### config.mk
export PLATFORM = sky130hd
export DESIGN_NAME = instruction_fetch_unit
export DESIGN_NICKNAME = d
export VERILOG_FILES = /design/src/rtl/instruction_fetch_unit.sv
export SDC_FILE = /design/constraint.sdc
export NUM_CORES = 1
export LEC_CHECK = 0
export ABC_AREA = 0
export CORE_MARGIN = 2
export CORE_UTILIZATION = 39
export CTS_BUF_LIST = sky130_fd_sc_hd__clkbuf_8 sky130_fd_sc_hd__clkbuf_16
export DETAILED_ROUTE_END_ITERATION = 16
export PLACE_DENSITY = 0.81
export SLEW_MARGIN = 20
export SYNTH_ARGS = -nofsm -noshare
export SYNTH_HDL_FRONTEND = slang
export SYNTH_SLANG_ARGS = --single-unit
### constraint.sdc
create_clock -name clk -period 4.5 [get_ports clk]
set_input_delay 1.125 -clock clk [delete_from_list [all_inputs] [get_ports clk]]
set_output_delay 1.125 -clock clk [all_outputs]
set_load 0.05 [all_outputs]
### src/rtl/instruction_fetch_unit.sv
// IF stage: owns the PC, addresses the combinational instruction ROM and fills the IF/ID register.
// Optional IFU_PERF_CNT_EN adds fetch_count/stall_count performance counters.
`default_nettype none

module instruction_fetch_unit #(
  parameter logic [31:0] RESET_PC = 32'h0000_0000,
  parameter int          PC_STEP  = 4
) (
  input  logic        clk,
  input  logic        rst,
  input  logic        freeze,
  input  logic        flush,
  input  logic        branch_taken,
  input  logic [31:0] branch_addr,
  output logic [31:0] imem_pc,
  input  logic [31:0] imem_inst,
  output logic [31:0] if_id_pc,
  output logic [31:0] if_id_inst,
  output logic        if_id_valid
`ifdef IFU_PERF_CNT_EN
  ,
  output logic [31:0] fetch_count,
  output logic [31:0] stall_count
`endif
);

  typedef enum logic [1:0] {
    BOOT  = 2'd0,
    RUN   = 2'd1,
    STALL = 2'd2
  } state_t;

  state_t      state;
  logic [31:0] pc;
  logic [31:0] pc_seq;

  assign imem_pc = pc;
  assign pc_seq  = pc + 32'(PC_STEP);

  always_ff @(posedge clk) begin
    if (rst) begin
      state       <= BOOT;
      pc          <= RESET_PC;
      if_id_pc    <= 32'h0;
      if_id_inst  <= 32'h0;
      if_id_valid <= 1'b0;
`ifdef IFU_PERF_CNT_EN
      fetch_count <= 32'h0;
      stall_count <= 32'h0;
`endif
    end else if (state == BOOT) begin
      // One settling cycle: PC held and IF/ID stays a bubble.
      state <= RUN;
    end else begin
      if (branch_taken) begin
        pc    <= {branch_addr[31:2], 2'b00};
        state <= RUN;
      end else if (freeze) begin
        state <= STALL;
      end else begin
        pc    <= pc_seq;
        state <= RUN;
      end

      // A redirect squashes the word fetched this cycle, even under freeze.
      if (flush || branch_taken) begin
        if_id_pc    <= 32'h0;
        if_id_inst  <= 32'h0;
        if_id_valid <= 1'b0;
      end else if (!freeze) begin
        if_id_pc    <= pc_seq;
        if_id_inst  <= imem_inst;
        if_id_valid <= 1'b1;
`ifdef IFU_PERF_CNT_EN
        fetch_count <= fetch_count + 32'd1;
`endif
      end

`ifdef IFU_PERF_CNT_EN
      if (state == STALL) begin
        stall_count <= stall_count + 32'd1;
      end
`endif
    end
  end

endmodule

`default_nettype wire
==> flow_results.xml, run 1 <==
<?xml version="1.0" encoding="UTF-8"?>
<metrics>
  <group name="status">
    <metric name="run_status" unit="">completed</metric>
  </group>
  <group name="floorplan">
    <metric name="floorplan.io_pins" unit="">166</metric>
    <metric name="starting_density" unit="%">40.0</metric>
    <metric name="die_area" unit="um2">12000</metric>
    <metric name="die_y" unit="um">109</metric>
    <metric name="num_rows" unit="">38</metric>
    <metric name="die_w" unit="um">109</metric>
    <metric name="core_area" unit="um2">10800</metric>
  </group>
  <group name="clock_network">
    <metric name="clkLatencyLatePin" unit="ns">0.37</metric>
    <metric name="cts_tree" unit="">done</metric>
    <metric name="post-cts-setup-buffers" unit="">0</metric>
    <metric name="path_clk_slew" unit="ns">0.08</metric>
    <metric name="clkSinkCount" unit="">96</metric>
    <metric name="root_buffer" unit="">sky130_fd_sc_hd__clkbuf_8</metric>
    <metric name="clock_path_buffers" unit="">2</metric>
    <metric name="htreeDepth" unit="">3</metric>
    <metric name="cts_repair_resize_count" unit="">0</metric>
    <metric name="holdBufCountCts" unit="">0</metric>
    <metric name="numCtsBuffers" unit="">9</metric>
  </group>
  <group name="timing">
    <metric name="layout_min_cycle_time" unit="ns">3.04</metric>
    <metric name="timing_worst_slew_pin_value" unit="ns">0.682</metric>
    <metric name="achievable-frequency" unit="MHz">329</metric>
    <metric name="timing.slew.headroom" unit="%">54.5</metric>
    <metric name="fin_worst_hold_slack" unit="ns">0.464</metric>
    <metric name="finalHoldViolCount" unit="">0</metric>
    <metric name="finClkSkew" unit="ns">0.0129</metric>
    <metric name="layout_worst_path_cycle_share" unit="%">67.6</metric>
    <metric name="report.final.slew_viol_count" unit="">0</metric>
    <metric name="timing.final.setup_violations" unit="">0</metric>
    <metric name="rsz_0062_raised_after_global_routing" unit="">false</metric>
    <metric name="timing.setup.tns" unit="ns">0</metric>
  </group>
  <group name="place">
    <metric name="gp_congestion" unit="">0.847</metric>
    <metric name="detailed_place_hpwl" unit="mm">9.54</metric>
    <metric name="placed_cells" unit="">787</metric>
    <metric name="portBuffers" unit="">161</metric>
  </group>
  <group name="setup_path">
    <metric name="worst_path_most_repeated_cell" unit="">sky130_fd_sc_hd__buf_4</metric>
    <metric name="worst_path_largest_cell_delay" unit="ns">0.61</metric>
    <metric name="worstPathMaxFanout" unit="">42</metric>
    <metric name="launching_element_type_of_the_critical_path" unit="">input pin</metric>
    <metric name="worstPathArrival" unit="ns">3.35</metric>
    <metric name="critPathCaptureType" unit="">flip-flop</metric>
    <metric name="criticalPathCategory" unit="">input pin to flip-flop</metric>
    <metric name="cpMaxStageDelayCell" unit="">sky130_fd_sc_hd__nor2b_1</metric>
    <metric name="critical_path.cell_chain" unit="">clkdlybuf4s50_1 &gt; nor2_1 &gt; a21o_1 &gt; buf_4 &gt; nor2b_1 &gt; buf_4 &gt; a22o_1</metric>
    <metric name="critPathRequiredTime" unit="ns">4.81</metric>
  </group>
  <group name="finish">
    <metric name="layout.cells.most_common" unit="">sky130_fd_sc_hd__clkdlybuf4s50_1</metric>
    <metric name="layout.cells.non_filler" unit="">800</metric>
    <metric name="drive_gt1_share" unit="%">4.55</metric>
    <metric name="layout_common_cells" unit="">sky130_fd_sc_hd__clkdlybuf4s50_1 (159), sky130_fd_sc_hd__dfxtp_1 (96), sky130_fd_sc_hd__nor2_1 (66)</metric>
    <metric name="filler_cell_count" unit="">974</metric>
    <metric name="areaGrowthSynthToFinish" unit="%">42.2</metric>
    <metric name="final_net_count" unit="">728</metric>
    <metric name="num_antenna_cells" unit="">0</metric>
  </group>
  <group name="synth">
    <metric name="synthesis.yosys.warnings" unit="">0</metric>
    <metric name="synth_area" unit="um2">4340</metric>
    <metric name="yosys_most_used_dff" unit="">sky130_fd_sc_hd__dfxtp_1</metric>
    <metric name="synth.yosys.seq_area_share" unit="%">44.3</metric>
    <metric name="synth.distinct_cells" unit="">52</metric>
    <metric name="synth_cells" unit="">523</metric>
    <metric name="ys_async_sr_fraction" unit="%">0</metric>
    <metric name="synth-seq-cells" unit="">96</metric>
    <metric name="syn_avg_cell_area" unit="um2">8.29</metric>
    <metric name="synth-edff-count" unit="">0</metric>
  </group>
  <group name="detailed_routing">
    <metric name="via_count_normalized_by_instance_count" unit="">5.63</metric>
    <metric name="post_route_antenna_net_violation_count" unit="">0</metric>
    <metric name="via_count_of_the_routed_design" unit="">4500</metric>
    <metric name="drcViolationCount" unit="">0</metric>
    <metric name="totalWireLength" unit="mm">13.7</metric>
    <metric name="drt_first_iter_violations" unit="">293</metric>
    <metric name="routed_wire_length_per_instance" unit="um">17.1</metric>
    <metric name="drt_first_pass_iters" unit="">5</metric>
  </group>
  <group name="power_and_ir_drop">
    <metric name="power.density" unit="nW/um2">290</metric>
    <metric name="worst_ir_drop_vdd" unit="mV">0.163</metric>
    <metric name="p_leak" unit="nW">2.08</metric>
    <metric name="report.power.total" unit="mW">1.79</metric>
  </group>
  <group name="global_routing">
    <metric name="gr-total-overflow" unit="">0</metric>
    <metric name="grt_max_degree" unit="">54</metric>
    <metric name="first_global_vias" unit="">4270</metric>
    <metric name="grt_antenna_before_repair" unit="">0</metric>
    <metric name="gr-usage-all-layers" unit="%">22.8</metric>
    <metric name="wire_length_of_the_first_global_routing_pass" unit="mm">21.3</metric>
  </group>
  <group name="flow_run">
    <metric name="max_capacitance_violation_total" unit="">0</metric>
  </group>
  <group name="hold_path">
    <metric name="worst_hold_path_type" unit="">flip-flop to flip-flop</metric>
  </group>
</metrics>
worst max-delay path: cells and delay by family:
kind / cells / cell delay, ns
buffers and inverters: 3 / 1.20
and+or+nand+nor: 2 / 0.72
AOI/OAI and AO/OA: 2 / 0.29
final timing paths:
check | start | endpoint | slack, ns | cells past startpoint
setup / recovery | flush | if_id_pc[27]$_SDFFE_PP0P_ | 1.46 | 7
hold reg to reg | if_id_pc[25]$_SDFFE_PP0P_ | if_id_pc[25]$_SDFFE_PP0P_ | 0.46 | 2
setup reg to reg | imem_pc[2]$_SDFFE_PP0N_ | imem_pc[22]$_SDFFE_PP0N_ | 1.90 | 6
hold / removal | if_id_pc[25]$_SDFFE_PP0P_ | if_id_pc[25]$_SDFFE_PP0P_ | 0.46 | 2
through the flow:
stage          setup WS (ns)  util (%)  cell area [um2]
2_1_floorplan           1.91         -             4340
3_3_place_gp            1.23      55.3             5990
3_5_place_dp            1.09      55.3             5990
4_1_cts                 1.47      56.9             6160
5_1_grt                 1.35      56.9             6160
6_report                1.46      56.9             6160
metal layers:
metal	share of wire, %	vias up	track usage (%)
li1	-	2145	-
met1	40	2128	26.9
met2	48	204	38.4
met3	9.8	23	7.23
met4	2.3	0	8.77
met5	0	-	0
Yosys cell counts, drive strengths merged (2+ instances only):
cell | n | share of area (%)
a21oi | 25 | 2.9
nor4 | 5 | 0.87
a22o | 4 | 0.81
nand2 | 45 | 4.0
nand2b | 2 | 0.29
nor2 | 67 | 5.8
xor2 | 9 | 1.8
nand3 | 15 | 1.7
and4 | 4 | 0.87
inv | 6 | 0.52
mux2i | 5 | 1.2
nand3b | 4 | 0.69
o31ai | 3 | 0.52
and3 | 10 | 1.4
nand4 | 10 | 1.6
or4 | 5 | 0.95
dfxtp | 96 | 44
clkbuf | 35 | 3.0
o21ai | 34 | 3.9
xnor2 | 18 | 3.6
or2 | 3 | 0.43
nor3 | 15 | 1.7
a31oi | 10 | 1.4
a21o | 2 | 0.35
or3 | 7 | 1.0
o41ai | 2 | 0.40
o22ai | 2 | 0.29
buf | 10 | 1.3
and2 | 2 | 0.29
a22oi | 47 | 8.1
a211oi | 3 | 0.52
nor2b | 5 | 0.72
flip-flops by register name, summed over array words and instances, names as in the netlist:
register and count:
if_id_valid 1, state 2, if_id_pc 31, if_id_inst 32
imem_pc 30
final cells by class:
| cell class | count | area, um2 | share of cell area [%] |
|---|---|---|---|
| multi-input cells | 376 | 2210 | 35.9 |
| flip-flops and latches | 96 | 1920 | 31.2 |
| repair buffers | 168 | 1650 | 26.8 |
| well taps | 140 | 175 | 2.84 |
| clock buffers | 10 | 138 | 2.23 |
| clock inverters | 3 | 37.5 | 0.609 |
| inverters | 7 | 26.3 | 0.426 |
report_power, final:
part           leakage, nW  switching, mW  total, mW  internal (mW)
registers            0.779         0.0378      0.912          0.874
logic                 1.20          0.202      0.338          0.136
clock network       0.0967          0.282      0.541          0.259
total                 2.08          0.521       1.79           1.27
logic make-up after synthesis:
| group | Yosys count | synth area share, % |
|---|---|---|
| XOR/XNOR | 27 | 5.45 |
| adder cells (fa/ha/maj) | 1 | 0.288 |
| flip-flops | 96 | 44.3 |
| buffers and inverters | 52 | 4.96 |
| other | 1 | 0.0865 |
| AND/OR/NAND/NOR | 200 | 22.6 |
| multiplexers | 5 | 1.15 |
| AO/OA/AOI/OAI | 141 | 21.1 |
Note: power is estimated with default switching activity, not from simulation.
==> run 2: changes to the inputs <==
--- a/config.mk
+++ b/config.mk
@@ -10,7 +10,7 @@
 export CORE_UTILIZATION = 39
 export CTS_BUF_LIST = sky130_fd_sc_hd__clkbuf_8 sky130_fd_sc_hd__clkbuf_16
 export DETAILED_ROUTE_END_ITERATION = 16
-export PLACE_DENSITY = 0.81
+export PLACE_DENSITY = 0.84
 export SLEW_MARGIN = 20
 export SYNTH_ARGS = -nofsm -noshare
 export SYNTH_HDL_FRONTEND = slang
==> constraint.sdc (replaced) <==
create_clock -name clk -period 2.5 [get_ports clk]
set_input_delay 0.625 -clock clk [delete_from_list [all_inputs] [get_ports clk]]
set_output_delay 0.625 -clock clk [all_outputs]
set_load 0.05 [all_outputs]
==> flow_results.xml, run 2 (synthesized netlist as in run 1, its figures left out) <==
<?xml version="1.0" encoding="UTF-8"?>
<metrics>
  <group name="status">
    <metric name="run_status" unit="">completed</metric>
  </group>
  <group name="finish">
    <metric name="layout_common_cells" unit="">sky130_fd_sc_hd__clkdlybuf4s50_1 (159), sky130_fd_sc_hd__dfxtp_1 (96), sky130_fd_sc_hd__nor2_1 (66)</metric>
    <metric name="largest_register_ffs" unit="">32</metric>
    <metric name="layout.cells.most_common" unit="">sky130_fd_sc_hd__clkdlybuf4s50_1</metric>
    <metric name="largest-register" unit="">if_id_inst</metric>
    <metric name="filler_cell_count" unit="">949</metric>
    <metric name="areaGrowthSynthToFinish" unit="%">48.7</metric>
    <metric name="layout.cells.non_filler" unit="">830</metric>
    <metric name="finalCoreUtilization" unit="%">59.5</metric>
    <metric name="num_antenna_cells" unit="">0</metric>
    <metric name="drive_gt1_share" unit="%">9.13</metric>
    <metric name="final_net_count" unit="">755</metric>
  </group>
  <group name="timing">
    <metric name="layout_worst_path_cycle_share" unit="%">95.6</metric>
    <metric name="achievable-frequency" unit="MHz">418</metric>
    <metric name="timing.slew.headroom" unit="%">53.4</metric>
    <metric name="timing.setup.tns" unit="ns">0</metric>
    <metric name="report.final.slew_viol_count" unit="">0</metric>
    <metric name="fin_worst_hold_slack" unit="ns">0.461</metric>
    <metric name="rsz_0062_raised_after_global_routing" unit="">false</metric>
    <metric name="finClkSkew" unit="ns">0.0108</metric>
    <metric name="timing_worst_slew_pin_value" unit="ns">0.696</metric>
    <metric name="finalHoldViolCount" unit="">0</metric>
    <metric name="layout_min_cycle_time" unit="ns">2.39</metric>
    <metric name="timing.final.setup_violations" unit="">0</metric>
  </group>
  <group name="floorplan">
    <metric name="die_y" unit="um">109</metric>
    <metric name="num_rows" unit="">38</metric>
    <metric name="floorplan.io_pins" unit="">166</metric>
    <metric name="die_area" unit="um2">12000</metric>
    <metric name="starting_density" unit="%">40.0</metric>
    <metric name="die_w" unit="um">109</metric>
    <metric name="core_area" unit="um2">10800</metric>
  </group>
  <group name="flow_run">
    <metric name="max_capacitance_violation_total" unit="">0</metric>
  </group>
  <group name="setup_path">
    <metric name="timing.reg2reg.worst_path_depth" unit="">6</metric>
    <metric name="critical-path-top-delay-family" unit="">buffers and inverters</metric>
    <metric name="worstPathArrival" unit="ns">1.76</metric>
    <metric name="criticalPathCategory" unit="">flip-flop to primary output</metric>
    <metric name="critPathRequiredTime" unit="ns">1.88</metric>
    <metric name="critical_path_depth" unit="">1</metric>
    <metric name="launching_element_type_of_the_critical_path" unit="">flip-flop</metric>
    <metric name="path_buf_inv" unit="">1</metric>
    <metric name="critical_path.cell_chain" unit="">clkdlybuf4s50_1</metric>
    <metric name="critPathCaptureType" unit="">primary output</metric>
    <metric name="worstPathMaxFanout" unit="">8</metric>
    <metric name="worst_path_largest_cell_delay" unit="ns">0.87</metric>
    <metric name="cpMaxStageDelayCell" unit="">sky130_fd_sc_hd__clkdlybuf4s50_1</metric>
  </group>
  <group name="power_and_ir_drop">
    <metric name="worst_ir_drop_vdd" unit="mV">0.358</metric>
    <metric name="report.power.total" unit="mW">3.48</metric>
    <metric name="p_leak" unit="nW">2.23</metric>
    <metric name="power.density" unit="nW/um2">540</metric>
  </group>
  <group name="clock_network">
    <metric name="path_clk_slew" unit="ns">0.09</metric>
    <metric name="clock_path_buffers" unit="">2</metric>
    <metric name="holdBufCountCts" unit="">0</metric>
    <metric name="post-cts-setup-buffers" unit="">0</metric>
    <metric name="cts_repair_resize_count" unit="">0</metric>
    <metric name="root_buffer" unit="">sky130_fd_sc_hd__clkbuf_8</metric>
    <metric name="clkLatencyLatePin" unit="ns">0.38</metric>
    <metric name="clkSinkCount" unit="">96</metric>
    <metric name="cts_tree" unit="">done</metric>
    <metric name="numCtsBuffers" unit="">9</metric>
    <metric name="htreeDepth" unit="">3</metric>
  </group>
  <group name="global_routing">
    <metric name="grt_antenna_before_repair" unit="">0</metric>
    <metric name="gr-total-overflow" unit="">0</metric>
    <metric name="gr-usage-all-layers" unit="%">23.3</metric>
    <metric name="first_global_vias" unit="">4394</metric>
    <metric name="grt_max_degree" unit="">48</metric>
    <metric name="wire_length_of_the_first_global_routing_pass" unit="mm">21.6</metric>
  </group>
  <group name="detailed_routing">
    <metric name="routed_wire_length_per_instance" unit="um">16.7</metric>
    <metric name="drcViolationCount" unit="">0</metric>
    <metric name="post_route_antenna_net_violation_count" unit="">0</metric>
    <metric name="via_count_normalized_by_instance_count" unit="">5.51</metric>
    <metric name="drt_first_pass_iters" unit="">5</metric>
    <metric name="drt_first_iter_violations" unit="">235</metric>
    <metric name="totalWireLength" unit="mm">13.9</metric>
    <metric name="via_count_of_the_routed_design" unit="">4577</metric>
  </group>
  <group name="hold_path">
    <metric name="worstHoldPathCells" unit="">2</metric>
    <metric name="worst_hold_path_type" unit="">flip-flop to flip-flop</metric>
  </group>
  <group name="place">
    <metric name="portBuffers" unit="">161</metric>
    <metric name="gp_congestion" unit="">0.918</metric>
    <metric name="placed_cells" unit="">814</metric>
    <metric name="detailed_place_hpwl" unit="mm">10.2</metric>
  </group>
</metrics>
[run 2: changes by cell type in the layout (fill, tap and decap cells not counted), moves of 2 or more]
cell | before | now
sky130_fd_sc_hd__buf_4 | 7 | 33
sky130_fd_sc_hd__clkinvlp_4 | 0 | 2
sky130_fd_sc_hd__inv_1 | 8 | 6
sky130_fd_sc_hd__clkbuf_8 | 10 | 12
[run 2: layer usage]
layer / vias to the layer above / share of wire (%) / track usage [%]
met4: 0 / 2.1 / 9.40
met2: 199 / 48 / 39.2
li1: 2196 / - / -
met5: - / 0 / 0
met3: 24 / 10 / 8.77
met1: 2158 / 40 / 26.6
[run 2: layout make-up]
type	instances	area (um2)	area share [%]
tap	140	175	2.72
multi-input combinational	376	2210	34.3
sequential	96	1920	29.8
inverter	7	26.3	0.408
clock inverter	4	75.1	1.16
clock buffer	12	165	2.56
timing repair buffer	195	1870	29.0
[run 2: worst paths after layout]
path                        startpoint                        end  slack, ns
max           imem_pc[13]$_SDFFE_PP0N_                imem_pc[13]       0.11
min          if_id_pc[22]$_SDFFE_PP0P_  if_id_pc[22]$_SDFFE_PP0P_       0.46
max reg2reg    imem_pc[3]$_SDFFE_PP0N_   imem_pc[26]$_SDFFE_PP0N_       0.21
min reg2reg  if_id_pc[22]$_SDFFE_PP0P_  if_id_pc[22]$_SDFFE_PP0P_       0.46
[run 2: stage by stage]
| step | setup WS, ns | cell area [um2] |
|---|---|---|
| finish | 0.110 | 6450 |
| detailed placement | -0.0498 | 6210 |
| global route | 0.0305 | 6450 |
| global placement | -0.224 | 6200 |
| CTS | 0.0939 | 6450 |
| floorplan | 0.0167 | 4340 |
[run 2: power by group]
| part | switching (mW) | internal (mW) | leakage [nW] | total [mW] |
|---|---|---|---|---|
| Clock | 0.549 | 0.645 | 0.115 | 1.19 |
| Combinational | 0.381 | 0.273 | 1.34 | 0.655 |
| Sequential | 0.0569 | 1.57 | 0.779 | 1.63 |
| Total | 0.988 | 2.49 | 2.23 | 3.48 |
